==> src/rtl/img_pkg.sv <==
// Shared types and default frame geometry for the image pipeline blocks.
package img_pkg;

    localparam int DEF_WORD_SIZE = 8;
    localparam int DEF_ROW_SIZE  = 540;
    localparam int DEF_NUM_ROWS  = 540;

    typedef logic [DEF_WORD_SIZE-1:0] pixel_t;

    typedef enum logic [1:0] {
        IDLE  = 2'd0,
        RUN   = 2'd1,
        DRAIN = 2'd2,
        DONE  = 2'd3
    } state_t;

    typedef struct packed {
        pixel_t pixel;
        logic   sof;
        logic   eol;
        logic   eof;
    } beat_t;

    // Counter width that never collapses to zero bits for a dimension of 1.
    function automatic int min1_clog2(input int n);
        return (n > 1) ? $clog2(n) : 1;
    endfunction

endpackage

==> src/rtl/pix_skid_buffer.sv <==
// Two-entry FIFO of stream beats; entry 0 is always the head presented downstream.
module pix_skid_buffer
    import img_pkg::*;
#(
    parameter type T = beat_t
) (
    input  logic       clk,
    input  logic       rst,
    input  logic       push,
    input  T           din,
    input  logic       pop,
    output T           head,
    output logic [1:0] count
);

    T           entry0_r;
    T           entry1_r;
    logic [1:0] count_r;

    // Storage shift/fill; a vacated tail slot is zeroed so stale beats never reach the head.
    always_ff @(posedge clk or negedge rst) begin
        if (!rst) begin
            entry0_r <= '0;
            entry1_r <= '0;
            count_r  <= 2'd0;
        end else begin
            case ({push, pop})
                2'b10: begin
                    if (count_r == 2'd0) begin
                        entry0_r <= din;
                    end else begin
                        entry1_r <= din;
                    end
                    count_r <= count_r + 2'd1;
                end
                2'b01: begin
                    entry0_r <= entry1_r;
                    entry1_r <= '0;
                    count_r  <= count_r - 2'd1;
                end
                2'b11: begin
                    if (count_r == 2'd1) begin
                        entry0_r <= din;
                    end else begin
                        entry0_r <= entry1_r;
                        entry1_r <= din;
                    end
                end
                default: begin
                    entry0_r <= entry0_r;
                    entry1_r <= entry1_r;
                    count_r  <= count_r;
                end
            endcase
        end
    end

    assign head  = entry0_r;
    assign count = count_r;

endmodule

==> src/rtl/pixel_streamer.sv <==
// Reads one raster frame from a 1-cycle-latency memory and emits it as a
// valid/ready pixel stream with sof/eol/eof markers.
module pixel_streamer
    import img_pkg::*;
#(
    parameter int WORD_SIZE = DEF_WORD_SIZE,
    parameter int ROW_SIZE  = DEF_ROW_SIZE,
    parameter int NUM_ROWS  = DEF_NUM_ROWS,
    parameter int ADDR_W    = $clog2(ROW_SIZE * NUM_ROWS)
) (
    input  logic                 clk,
    input  logic                 rst,
    input  logic                 start,
    output logic                 mem_rd_en,
    output logic [ADDR_W-1:0]    mem_addr,
    input  logic [WORD_SIZE-1:0] mem_rdata,
    output logic [WORD_SIZE-1:0] pix_data,
    output logic                 pix_valid,
    input  logic                 pix_ready,
    output logic                 pix_sof,
    output logic                 pix_eol,
    output logic                 pix_eof,
    output logic                 busy,
    output logic                 done
);

    localparam int COL_W = min1_clog2(ROW_SIZE);
    localparam int ROW_W = min1_clog2(NUM_ROWS);
    localparam logic [COL_W-1:0] COL_LAST = COL_W'(ROW_SIZE - 1);
    localparam logic [ROW_W-1:0] ROW_LAST = ROW_W'(NUM_ROWS - 1);

    typedef struct packed {
        logic [WORD_SIZE-1:0] pixel;
        logic                 sof;
        logic                 eol;
        logic                 eof;
    } stream_beat_t;

    state_t        state_r;
    state_t        state_next_s;
    logic [ADDR_W-1:0] addr_r;
    logic [COL_W-1:0]  col_r;
    logic [ROW_W-1:0]  row_r;
    logic          inflight_r;
    logic [2:0]    meta_r;
    logic          busy_r;
    logic          done_r;
    logic          rd_en_s;
    logic          pop_s;
    logic          room_s;
    logic          sof_s;
    logic          eol_s;
    logic          eof_s;
    stream_beat_t  skid_in_s;
    stream_beat_t  skid_head_s;
    logic [1:0]    skid_count_s;

    assign sof_s = (col_r == '0) && (row_r == '0);
    assign eol_s = (col_r == COL_LAST);
    assign eof_s = eol_s && (row_r == ROW_LAST);
    assign pop_s = (skid_count_s != 2'd0) && pix_ready;

    // A same-cycle pop frees a slot, so the read stream never bubbles under full throughput.
    assign room_s = ({1'b0, skid_count_s} + {2'b00, inflight_r}) < (3'd2 + {2'b00, pop_s});

    // Next-state and read-issue decode.
    always_comb begin
        state_next_s = state_r;
        rd_en_s      = 1'b0;
        case (state_r)
            IDLE: begin
                if (start) begin
                    state_next_s = RUN;
                end else begin
                    state_next_s = IDLE;
                end
            end
            RUN: begin
                rd_en_s = room_s;
                if (room_s && eof_s) begin
                    state_next_s = DRAIN;
                end else begin
                    state_next_s = RUN;
                end
            end
            DRAIN: begin
                if (pop_s && skid_head_s.eof) begin
                    state_next_s = DONE;
                end else begin
                    state_next_s = DRAIN;
                end
            end
            DONE: begin
                state_next_s = IDLE;
            end
            default: begin
                state_next_s = IDLE;
            end
        endcase
    end

    // State register.
    always_ff @(posedge clk or negedge rst) begin
        if (!rst) begin
            state_r <= IDLE;
        end else begin
            state_r <= state_next_s;
        end
    end

    // Read address and raster position; the address parks on the last pixel after the final read.
    always_ff @(posedge clk or negedge rst) begin
        if (!rst) begin
            addr_r <= '0;
            col_r  <= '0;
            row_r  <= '0;
        end else if ((state_r == IDLE) && start) begin
            addr_r <= '0;
            col_r  <= '0;
            row_r  <= '0;
        end else if (rd_en_s) begin
            if (!eof_s) begin
                addr_r <= addr_r + ADDR_W'(1);
            end
            if (eol_s) begin
                col_r <= '0;
                row_r <= eof_s ? '0 : row_r + ROW_W'(1);
            end else begin
                col_r <= col_r + COL_W'(1);
            end
        end
    end

    // Markers travel with the outstanding read so they pair with the returning data.
    always_ff @(posedge clk or negedge rst) begin
        if (!rst) begin
            inflight_r <= 1'b0;
            meta_r     <= 3'b000;
        end else begin
            inflight_r <= rd_en_s;
            if (rd_en_s) begin
                meta_r <= {sof_s, eol_s, eof_s};
            end
        end
    end

    // Registered status flags.
    always_ff @(posedge clk or negedge rst) begin
        if (!rst) begin
            busy_r <= 1'b0;
            done_r <= 1'b0;
        end else begin
            busy_r <= (state_next_s == RUN) || (state_next_s == DRAIN);
            done_r <= (state_next_s == DONE);
        end
    end

    // Beat assembly for the skid buffer input.
    always_comb begin
        skid_in_s       = '0;
        skid_in_s.pixel = mem_rdata;
        skid_in_s.sof   = meta_r[2];
        skid_in_s.eol   = meta_r[1];
        skid_in_s.eof   = meta_r[0];
    end

    pix_skid_buffer #(
        .T(stream_beat_t)
    ) u_skid (
        .clk  (clk),
        .rst  (rst),
        .push (inflight_r),
        .din  (skid_in_s),
        .pop  (pop_s),
        .head (skid_head_s),
        .count(skid_count_s)
    );

    assign mem_rd_en = rd_en_s;
    assign mem_addr  = addr_r;
    assign pix_data  = skid_head_s.pixel;
    assign pix_valid = (skid_count_s != 2'd0);
    assign pix_sof   = skid_head_s.sof;
    assign pix_eol   = skid_head_s.eol;
    assign pix_eof   = skid_head_s.eof;
    assign busy      = busy_r;
    assign done      = done_r;

endmodule

==> config.mk <==
export PLATFORM = sky130hd
export DESIGN_NAME = pixel_streamer
export DESIGN_NICKNAME = d
export VERILOG_FILES = /design/src/rtl/img_pkg.sv /design/src/rtl/pix_skid_buffer.sv /design/src/rtl/pixel_streamer.sv
export SDC_FILE = /design/constraint.sdc
export NUM_CORES = 1
export LEC_CHECK = 0
export BUFFER_PORTS_ARGS = -buffer_cell sky130_fd_sc_hd__buf_2
export CAP_MARGIN = 20
export CORE_ASPECT_RATIO = 2
export CORE_MARGIN = 5
export CORE_UTILIZATION = 58
export DETAILED_ROUTE_END_ITERATION = 10
export PLACE_DENSITY = 0.8
export SLEW_MARGIN = 10
export SYNTH_ARGS = -nofsm -noshare
export SYNTH_HDL_FRONTEND = slang
export SYNTH_SLANG_ARGS = --single-unit
export TNS_END_PERCENT = 100
==> constraint.sdc <==
create_clock -name clk -period 2.9 [get_ports clk]
set_input_delay 0.145 -clock clk [delete_from_list [all_inputs] [get_ports clk]]
set_output_delay 0.145 -clock clk [all_outputs]
set_load 0.01 [all_outputs]
==> results.tsv <==
metric	value	unit
status	finished clean	
# diodes	0	
Total GRT Usage	24.12	%
WL/cell	16.82	um
pin count of the biggest net entering global routing	72	
share of layout cells above drive strength 1	20.05	%
leakage power	1.950	nW
mapped cell area	0.003722	mm^2
Synth area leaders	dfrtp_1 (48%), nand2_1 (5.2%), ha_1 (4.7%)	
area grow syn2layout	15.36	%
Hold Vio Cnt, Final	0	
Avg Inst Size Synth	9.770	um^2
Max-cap violations	0	
syn_nets	407	
EDFF count, synth	0	
startpoint types	register	
starting density of the core	58.99	%
worst-margin pin slew	0.8880	ns
Setup Viol. Count Final	0	
ys flop type	dfrtp_1	
post-cts sizing count	0	
first-pass iteration count of the detailed router	4	
crit-path max cell delay	0.67	ns
register area share after synthesis	47.73	%
Design Area, Final	0.004294	mm^2
fin nets	455	
clk root buf	clkbuf_16	
Ys Warns	0	
number of global-route vias before repair	3150	
Total Wirelength	8744	um
Tcrit/Tclk final	85.48	%
I/O pins	46	
Final WS setup	0.4210	ns
Period minus WS final	2.479	ns
die area	0.008217	mm^2
clk slew on worst S/H paths	0.05	ns
initial antenna violation count	0	
Die Width	66.65	um
Setup TNS	0	ns
Hold Path Class	input port to async pin	
Critical-path top delay cell	a2111oi_2	
CP top delay family	compound AO/OA/AOI/OAI gates	
GR Overflow Total	0	
post-CTS setup buffer count	0	
CTS H-tree depth	3	
post-synthesis cell type count	59	
crit-path max FO	10	
Die Y	123.3	um
achievable frequency	403.4	MHz
Detail Route Antenna Nets	0	
CTS max path bufs	2	
Residual DRC	0	
top cells by count, synth	dfrtp_1 (71), nand2_1 (52), o21ai_0 (35)	
CP required	3.12	ns
Initial DRC Count	212	
placed insts	504	
Setup CP Type	register to register	
Core ar.	0.006310	mm^2
Cell Rows	41	
CTS tree	yes	
CTS Buf Count	9	
crit path DAT	2.70	ns
non-filler cells, final	520	
Final Skew	0.004871	ns
Buf/Inv on CP	0	
first-pass GRT wire length	14850	um
Mapped Cells	381	
IR drop worst, VDD	671.5	uV
Vias per Instance	6.035	
RePlAce Congestion	0.8414	
ys async rst share	100.0	%
#FFs+latches synth	71	
CP Capture Type	register	
pre-CTS setup slack	0.4159	ns
Worst-Skew Late Latency	0.34	ns
routed via count	3138	
PortBufs	45	
Slew HR	40.80	%
post-DP HPWL	6213	um
most frequent cell after synthesis	dfrtp_1	
RSZ-0062 raised after global routing	no	
PwrDens	918.4	mW/mm^2
post-synth top area cell	dfrtp_1	
CTS Hold Buffers Added	0	
clk sink count	71	
Worst R2R Setup Slack	0.42	ns
post-synth top area share	47.73	%
placed inst area	0.004036	mm^2
fin. max-slew vios	0	
critical path cell sequence	ha_1, nor3b_1, o21ai_2, a2111oi_2, a21boi_0, o21a_1	
state kept, by name, indices dropped and copies added (netlist names):
| register | cells |
|---|---|
| mem_addr | 19 |
| col_r | 10 |
| u_skid.head | 11 |
| inflight_r | 1 |
| busy | 1 |
| state_r | 2 |
| u_skid.count | 2 |
| done | 1 |
| meta_r | 3 |
| row_r | 10 |
| u_skid.entry1_r | 11 |
final timing paths:
kind | end | from | depth (start not counted)
min in group clk | u_skid.entry1_r[10] | mem_rdata[7] | 3
worst max-delay path | mem_addr[15] | inflight_r | 6
max in group asynchronous | row_r[7] | rst | 2
worst min register to register | u_skid.head[9] | u_skid.head[9] | 2
worst max register to register | mem_addr[15] | inflight_r | 6
worst min-delay path | col_r[8] | rst | 2
per-stage QoR:
step                      hold WS (ns)  power [mW]  utilization, %
after floorplan                -0.1506       2.565               -
after global placement          0.4023       2.931           63.97
after detailed placement        0.4033       2.989           63.97
after CTS                      0.04519       3.980           68.05
after global routing           0.09103       4.225           68.05
final                         0.008951       3.944           68.05
routing by layer:
layer	share of wire (%)	track usage, %
met2	56	43.16
met4	3.2	12.60
met1	36	25.48
met3	4.4	5.636
met5	0	0
power by group:
part / internal [mW] / leakage [nW] / total [mW] / switching (mW)
registers: 1.23 / 0.929 / 1.44 / 0.210
logic: 0.553 / 0.887 / 1.53 / 0.980
clock network: 0.570 / 0.133 / 0.968 / 0.397
kinds of logic after synthesis:
logic type                 synth area share (%)
and+or+nand+nor                           21.55
AOI/OAI and AO/OA                         18.32
DFF                                       47.73
buffers and inverters                     3.832
xor gates and xnor gates                  3.294
adders and majority gates                 4.706
muxes                                    0.5714
worst register-to-register path, cell delays in order (launching register included):
cell       delay [ns]
dfrtp_1          0.43
ha_1             0.31
nor3b_1          0.32
o21ai_2          0.22
a2111oi_2        0.67
a21boi_0         0.21
o21a_1           0.21
placed cells by master, fill, tap and decap left out, drive strengths merged, types with 6 or more instances in the layout:
cell,n
o31ai,6
clkbuf,11
ha,14
xnor2,9
nor2,18
nand3,14
o21ai,44
nand2,52
buf,54
or4,8
dfrtp,71
a21oi,17
nand2b,12
inv,15
or3,6
a22oi,11
nand4,12
cell type report:
class	instances	area (um^2)
Inverter	15	56.30
Multi-Input combinational cell	278	1803
Clock buffer	11	232.7
Fill cell	510	2016
Clock inverter	5	25.02
Tap cell	86	107.6
Timing Repair Buffer	54	292.8
Sequential cell	71	1777
Note: power is estimated with default switching activity, not from simulation.
